===== config.mk =====
export PLATFORM = sky130hd
export DESIGN_NAME = bus_sel_rr_interconnect
export DESIGN_NICKNAME = d
export VERILOG_FILES = /design/src/rtl/bus_sel_rr_interconnect.sv
export SDC_FILE = /design/constraint.sdc
export NUM_CORES = 1
export LEC_CHECK = 0
export ABC_AREA = 1
export CAP_MARGIN = 20
export CORE_ASPECT_RATIO = 0.7
export CORE_MARGIN = 2
export CORE_UTILIZATION = 60
export CTS_CLUSTER_SIZE = 16
export DETAILED_ROUTE_END_ITERATION = 16
export PLACE_DENSITY = 0.95
export SYNTH_ARGS = -nofsm -noshare
export SYNTH_HDL_FRONTEND = slang
export SYNTH_SLANG_ARGS = --single-unit
export TNS_END_PERCENT = 30

===== constraint.sdc =====
create_clock -name clk -period 4.8 [get_ports clk]
set_input_delay 0.96 -clock clk [delete_from_list [all_inputs] [get_ports clk]]
set_output_delay 0.96 -clock clk [all_outputs]
set_load 0.05 [all_outputs]

===== src/rtl/bus_sel_rr_interconnect.sv =====
// bus_sel_rr_interconnect
// N frame distributors (fd) by N output FIFOs. Every FIFO runs its own
// round-robin arbiter that locks onto one requesting fd and drives a one-hot
// select. The same lock is reported back to the fds as a transposed grant.
// An optional hold limit forces rotation when another fd is waiting.
module bus_sel_rr_interconnect #(
  parameter int PORT_NUM = 6,
  parameter int MAX_HOLD = 0,
  parameter int CNT_W    = 8
) (
  input  logic                         clk,
  input  logic                         rst,
  input  logic [PORT_NUM*PORT_NUM-1:0] fd_bus_req,
  output logic [PORT_NUM*PORT_NUM-1:0] fd_bus_grant,
  output logic [PORT_NUM*PORT_NUM-1:0] fifo_bus_sel,
  output logic [PORT_NUM-1:0]          fifo_busy
);

  localparam int N     = PORT_NUM;
  localparam int IDX_W = (N > 1) ? $clog2(N) : 1;

  // Last counter value before preemption, and the saturation ceiling.
  localparam logic [CNT_W-1:0] HOLD_LAST = CNT_W'((MAX_HOLD > 0) ? MAX_HOLD - 1 : 0);
  localparam logic [CNT_W-1:0] HOLD_MAX  = CNT_W'(MAX_HOLD);

  typedef enum logic {
    IDLE   = 1'b0,
    LOCKED = 1'b1
  } state_t;

  for (genvar y = 0; y < N; y++) begin : g_fifo
    state_t           state;
    logic [IDX_W-1:0] owner;
    logic [IDX_W-1:0] rr_ptr;
    logic [CNT_W-1:0] hold_cnt;
    logic [N-1:0]     req_col;
    logic [N-1:0]     sel_row;
    logic [IDX_W-1:0] pick;
    logic [IDX_W:0]   cand;
    logic             any_req;
    logic             others_req;
    logic             hold_expired;
    logic [IDX_W-1:0] owner_next;

    // Collect the requests aimed at this FIFO, one bit per fd.
    always_comb begin
      req_col = '0;
      for (int x = 0; x < N; x++) begin
        req_col[x] = fd_bus_req[x*N + y];
      end
    end

    // Round-robin search starting at rr_ptr, wrapping modulo N.
    always_comb begin
      any_req = 1'b0;
      pick    = '0;
      cand    = '0;
      for (int i = 0; i < N; i++) begin
        cand = {1'b0, rr_ptr} + (IDX_W+1)'(i);
        if (cand >= (IDX_W+1)'(N)) begin
          cand = cand - (IDX_W+1)'(N);
        end
        if (!any_req && req_col[cand[IDX_W-1:0]]) begin
          any_req = 1'b1;
          pick    = cand[IDX_W-1:0];
        end
      end
    end

    // Preemption and rotation helpers derived from the current owner.
    always_comb begin
      others_req   = |(req_col & ~(N'(1) << owner));
      hold_expired = (MAX_HOLD != 0) && (hold_cnt == HOLD_LAST);
      owner_next   = (owner == IDX_W'(N - 1)) ? '0 : owner + 1'b1;
    end

    // Per-FIFO lock FSM: acquire an owner, hold it, release or get preempted.
    always_ff @(posedge clk) begin
      if (rst) begin
        state    <= IDLE;
        owner    <= '0;
        rr_ptr   <= '0;
        hold_cnt <= '0;
      end else begin
        case (state)
          IDLE: begin
            if (any_req) begin
              owner    <= pick;
              hold_cnt <= '0;
              state    <= LOCKED;
            end
          end
          LOCKED: begin
            if (!req_col[owner]) begin
              state  <= IDLE;
              rr_ptr <= owner_next;
            end else if (hold_expired && others_req) begin
              state  <= IDLE;
              rr_ptr <= owner_next;
            end else if (hold_cnt != HOLD_MAX) begin
              hold_cnt <= hold_cnt + 1'b1;
            end
          end
          default: state <= IDLE;
        endcase
      end
    end

    assign sel_row                = (state == LOCKED) ? (N'(1) << owner) : '0;
    assign fifo_bus_sel[y*N +: N] = sel_row;
    assign fifo_busy[y]           = (state == LOCKED);

    for (genvar x = 0; x < N; x++) begin : g_grant
      assign fd_bus_grant[x*N + y] = sel_row[x];
    end
  end

endmodule


; ---- After elaboration in Yosys (flattened, before gate mapping)
; Index checks and enable logic that the tools add are counted.
[totals]
ff_bits = 42
inputBits = 38
[op_classes]
magnitude_cmp = 78
reduce_logical = 72
eq_ne = 6
n_mux = 222
addsub = 72
shifts = 6
n_bitwise = 12
[ops]
columns = operator, n
row1 = 3-bit 2-to-1 mux, 78
row2 = "3-bit by 4-bit < comparator with 1-bit output, second input constant", 42
row3 = 1-bit binary-select mux with 3-bit select, 42
row4 = "4-bit by 3-bit >= comparator with 1-bit output, second input constant", 30
row5 = "3-bit subtractor, second input constant", 36
row6 = 1-bit 2-to-1 mux, 90
row7 = "3-bit by 2-bit adder with 4-bit output, second input constant", 12
row8 = "3-bit by 3-bit adder with 4-bit output, second input constant", 12
row9 = 6-bit 2-to-1 mux, 6
row10 = "1-bit by 3-bit left shift with 6-bit output, first input constant", 6
row11 = 1-bit logical AND, 30
row12 = 1-bit zero test, 30
row13 = "3-bit by 1-bit adder with 4-bit output, second input constant", 6
row14 = 2-bit AND reduction, 12
row15 = "3-bit by 1-bit adder with 3-bit output, second input constant", 6
row16 = "3-bit equality test, second input constant", 6
row17 = "3-bit >= comparator, second input constant", 6
row18 = 1-bit inverter, 12
row19 = 1-bit case mux with 2 select lines, 6

; ---- Longest topological paths before layout
[depth]
ltp_word = 22
mapped_depth = 21

; ---- Least setup slack after synthesis
; Ideal clock, no wire load.
[synth_timing]
kind = register -> output
from = register g_fifo[0].owner[0]
to = output port fifo_bus_sel[5]
n_path_buf = 1
arrival_time_ns = 2.045
setup_slack_ns = 1.795
stages_incl_launch_ff = 6
cell_sequence = dfxtp_1 -> inv_1 -> nor2_1 -> inv_1 -> nor3_1 -> buf_4
[synth_between]
elab_chain_len = 2
[synth_rtl]
columns = item, line_no
row1 = start: declaration, 33  ; logic [IDX_W-1:0] owner;
row2 = start signal: assignment, 88  ; owner <= pick;
row3 = 1-bit by 3-bit left shift with 6-bit output, 109  ; assign sel_row = (state == LOCKED) ? (N'(1) << owner) : '0;
row4 = 6-bit 2-to-1 mux, 109
row5 = end: declaration, 15  ; output logic [PORT_NUM*PORT_NUM-1:0] fifo_bus_sel,
; Every way passes these cells.

; ---- Worst setup path after layout
[layout_timing]
from = register g_fifo[3].owner[0]
to = output port fifo_bus_sel[22]
[layout_between]
elab_chain_len = 2
[layout_rtl]
columns = item, line_no
row1 = start: declaration, 33
row2 = start signal: assignment, 88
row3 = 1-bit by 3-bit left shift with 6-bit output, 109
row4 = 6-bit 2-to-1 mux, 109
; Every way passes these cells.

==> flow_summary.rst <==
.. list-table::
   :header-rows: 1

   * - Metric
     - Value
   * - Ordered list of cells on the worst path
     - nor2_1, inv_1, nor3_1, clkdlybuf4s50_1
   * - Most used DFF post-synth
     - sky130_fd_sc_hd__dfxtp_1
   * - Top-level I/O count
     - 116
   * - Slew at the pin with the worst max-slew slack
     - 0.791 ns
   * - Fraction of final layout cells sized beyond drive strength 1
     - 0.0493
   * - Worst path bufs/invs
     - 2
   * - Cell area after synthesis
     - 7280 sq um
   * - Fill cells
     - 1030
   * - Worst vdd ir
     - 0.354 mV
   * - Pins over their slew limit
     - 0
   * - Num Clock Sinks
     - 42
   * - Floorplan die area
     - 13100 sq um
   * - Global-route total usage across every layer
     - 0.297
   * - CP Max Fanout
     - 4
   * - Sw power
     - 3480 uW
   * - Compound-gate portion of the synthesized area
     - 0.157
   * - Peak clock frequency supported by timing
     - 303 MHz
   * - Hold Vio Cnt, Final
     - 0
   * - Warning count from the yosys run
     - 0
   * - Maximum number of pins on one net before global-route repair
     - 25
   * - Avg WL per Cell
     - 12.8 um
   * - Number of resized instances in the post-cts repair step
     - 0
   * - Post-CTS Hold Fix Bufs
     - 0
   * - Cell with the largest stage delay on the worst path
     - sky130_fd_sc_hd__clkdlybuf4s50_1
   * - Synth cell types
     - 46
   * - Power after layout
     - 5680 uW
   * - TritonCTS clock tree
     - built
   * - Number of placement rows
     - 33
   * - Final setup violation count
     - 0
   * - Antenna fix cells
     - 0
   * - Flip-flop and latch area
     - 841 sq um
   * - Count of port buffers added during placement
     - 115
   * - Type of the tightest min-delay check
     - flip-flop to flip-flop
   * - Effective utilization at floorplan
     - 0.619
   * - Clk buf depth
     - 2
   * - Area added between synthesis and finish
     - 14.6%
   * - Register area share after synthesis
     - 0.115
   * - Overflow after GRT
     - 0
   * - Data arrival, critical path
     - 2.34 ns
   * - Die Width
     - 136 um
   * - Number of synthesized flops with an enable pin
     - 0
   * - Cell-internal power
     - 2200 uW
   * - Half-perimeter wire length after detailed placement
     - 15900 um
   * - Multiplexer fraction of the synthesized cell area
     - 0
   * - Core occupancy in the finished layout
     - 0.710
   * - Global-route wire length before repair
     - 32500 um
   * - Post-CTS Setup Bufs
     - 0
   * - Run status
     - completed
   * - Synthesized area per cell
     - 5.61 sq um
   * - Clock group share of total power
     - 0.077
   * - Minimum clock period
     - 3.30 ns
   * - DRC Markers
     - 0
   * - Worst-Skew Late Latency
     - 0.28 ns
   * - Max-cap violation count
     - 0
   * - Part of the power in combinational logic
     - 0.798
   * - Placed cell count
     - 1509
   * - Proportion of power drawn by flip-flops and latches
     - 0.124
   * - Family with the most delay on the worst path
     - buffers and inverters
   * - Via count
     - 8282
   * - Multi-input logic area
     - 5160 sq um
   * - Area of the placeable core
     - 11800 sq um
   * - Yosys reg bits
     - 42
   * - Combinational family with the most area after synthesis
     - simple AND/OR/NAND/NOR gates
   * - Classification of the worst setup path
     - flip-flop to primary output
   * - Inserted Clock Buffers
     - 5
   * - Startpoint of the worst hold path
     - g_fifo[0].owner[0]
   * - Endpoint kind of the worst setup timing path
     - primary output
   * - Routability cong.
     - 1.02
   * - Clock transition at path regs
     - 0.06 ns
   * - Area post-placement
     - 8160 sq um
   * - Critical Path Source Type
     - flip-flop
   * - Startpoint of the lowest-slack register-to-register path
     - g_fifo[4].rr_ptr[0]
   * - Detailed-route vias per instance
     - 5.46
   * - Simple-gate share of the synthesized area
     - 0.432
   * - Non-filler instance count after layout
     - 1517
   * - Vias in the first global route
     - 7453
   * - H-Tree Depth
     - 2
   * - Power density over the cells
     - 681 nW/um^2
   * - Post-synthesis xor/xnor area fraction
     - 0.0261
   * - Static Leak
     - 0.00417 uW
   * - Clk_skew
     - 0.00593 ns
   * - Initial drt markers
     - 528
   * - Net count reported at finish
     - 1451
   * - Final-layout setup total negative slack
     - 0 ns
   * - Drt pass-1 iters
     - 8
   * - Synth Instances
     - 1298
   * - Final antenna-violating net count
     - 0
   * - Synthesized Nets
     - 1390
   * - Required time of the worst setup path
     - 3.84 ns
   * - Post-detailed-routing wire length
     - 19500 um
   * - Antenna violations before repair
     - 0
   * - Worst-case headroom to the max-slew limit
     - 0.471
   * - Final clock period utilization by the worst path
     - 0.688
   * - Sw Ratio
     - 0.613
   * - RSZ-0062 raised after global routing
     - false
   * - CTS Root Cell
     - sky130_fd_sc_hd__clkbuf_16
   * - Post-route cell area
     - 8350 sq um
   * - Asr flop ratio synth
     - 0
   * - Worst setup path start
     - g_fifo[3].owner[0]
   * - Delay of the slowest cell on the worst path
     - 0.93 ns
   * - Synthesized-area fraction occupied by adder cells
     - 0.0928
   * - Die Y
     - 96.2 um
[layout make-up]
cell class | count | share of cell area
Clock inverter | 3 | 0.00824
Tap cell | 157 | 0.0235
Inverter | 216 | 0.0971
Multi-Input combinational cell | 979 | 0.618
Clock buffer | 5 | 0.0150
Timing Repair Buffer | 115 | 0.138
Sequential cell | 42 | 0.101
[Yosys cell counts (8+ instances only)]
cell	n	area (sq um)
sky130_fd_sc_hd__a21oi_1	46	230
sky130_fd_sc_hd__buf_4	46	345
sky130_fd_sc_hd__dfxtp_1	42	841
sky130_fd_sc_hd__ha_1	54	676
sky130_fd_sc_hd__inv_1	206	773
sky130_fd_sc_hd__inv_2	10	37.5
sky130_fd_sc_hd__nand2_1	375	1410
sky130_fd_sc_hd__nand2_2	8	50.1
sky130_fd_sc_hd__nand3_1	103	515
sky130_fd_sc_hd__nand3b_1	13	97.6
sky130_fd_sc_hd__nand4_1	19	119
sky130_fd_sc_hd__nor2_1	135	507
sky130_fd_sc_hd__nor3_1	22	110
sky130_fd_sc_hd__o211ai_1	9	67.6
sky130_fd_sc_hd__o21ai_0	88	440
sky130_fd_sc_hd__o21ai_1	18	90.1
sky130_fd_sc_hd__xor2_1	11	96.3
[sequential cells by signal, summed over array words and instances, names as in the netlist]
name           count
g_fifo.owner      18
g_fifo.rr_ptr     18
g_fifo.state       6
[kinds of logic (layout without fill, tap and decap cells)]
kind of cell / count (synthesis) / count (layout)
compound gates: 198 / 198
xor+xnor: 20 / 20
flops: 42 / 42
fa+ha+maj: 54 / 54
simple gates: 707 / 707
buf+inv: 277 / 339
[per-layer routing]
layer  part of all wire  vias to the layer above  global-route usage
met4              0.021                        0              0.0920
li1                   -                     4218                   -
met5                  0                        -                   0
met3              0.079                       40              0.0448
met1               0.45                     3676               0.381
met2               0.45                      348               0.518
[layout by cell type (no fill, tap or decap), types with 13 or more instances in the layout]
master                            count
sky130_fd_sc_hd__ha_1                54
sky130_fd_sc_hd__a21oi_1             46
sky130_fd_sc_hd__o21ai_1             18
sky130_fd_sc_hd__nand3b_1            13
sky130_fd_sc_hd__nor3_1              22
sky130_fd_sc_hd__nor2_1             135
sky130_fd_sc_hd__o21ai_0             88
sky130_fd_sc_hd__inv_1              206
sky130_fd_sc_hd__dfxtp_1             42
sky130_fd_sc_hd__nand2_1            375
sky130_fd_sc_hd__clkdlybuf4s50_1    115
sky130_fd_sc_hd__nand4_1             19
sky130_fd_sc_hd__nand3_1            103
[worst reg2reg max path, cell delays in order (launching register included)]
cell	delay, ns
sky130_fd_sc_hd__dfxtp_1	0.73
sky130_fd_sc_hd__inv_1	0.19
sky130_fd_sc_hd__ha_1	0.48
sky130_fd_sc_hd__nor2_1	0.08
sky130_fd_sc_hd__o21ai_0	0.26
sky130_fd_sc_hd__nand2_1	0.15
sky130_fd_sc_hd__xor2_1	0.27
sky130_fd_sc_hd__nand3_1	0.11
sky130_fd_sc_hd__nand3_1	0.12
sky130_fd_sc_hd__nand4_1	0.14
sky130_fd_sc_hd__nand2_1	0.17
sky130_fd_sc_hd__inv_1	0.09
sky130_fd_sc_hd__o21ai_0	0.19
sky130_fd_sc_hd__a21oi_1	0.07
[path summary, 6_finish.rpt]
path | depth (start not counted) | slack (ns) | endpoint
setup / recovery | 4 | 1.50 | fifo_bus_sel[22]
hold / removal | 1 | 0.47 | g_fifo[0].rr_ptr[0]
setup reg to reg | 13 | 1.65 | g_fifo[4].owner[2]
hold reg to reg | 1 | 0.47 | g_fifo[0].rr_ptr[0]
[power by group through the flow]
| stage | clock network, uW | logic (uW) | registers (uW) |
|---|---|---|---|
| 2_1_floorplan | 0 | 3700 | 590 |
| 3_3_place_gp | 0 | 4310 | 701 |
| 3_5_place_dp | 0 | 4430 | 705 |
| 4_1_cts | 444 | 4460 | 700 |
| 5_1_grt | 459 | 5050 | 734 |
| 6_report | 439 | 4540 | 707 |
[stage by stage]
| step | worst slack, ns | hold slack [ns] |
|---|---|---|
| after floorplan | 1.79 | 0.446 |
| after global placement | 1.77 | 0.459 |
| after detailed placement | 1.69 | 0.468 |
| after CTS | 1.58 | 0.476 |
| after global routing | 1.35 | 0.485 |
| final | 1.50 | 0.475 |
(Power assumes the default switching activity.)
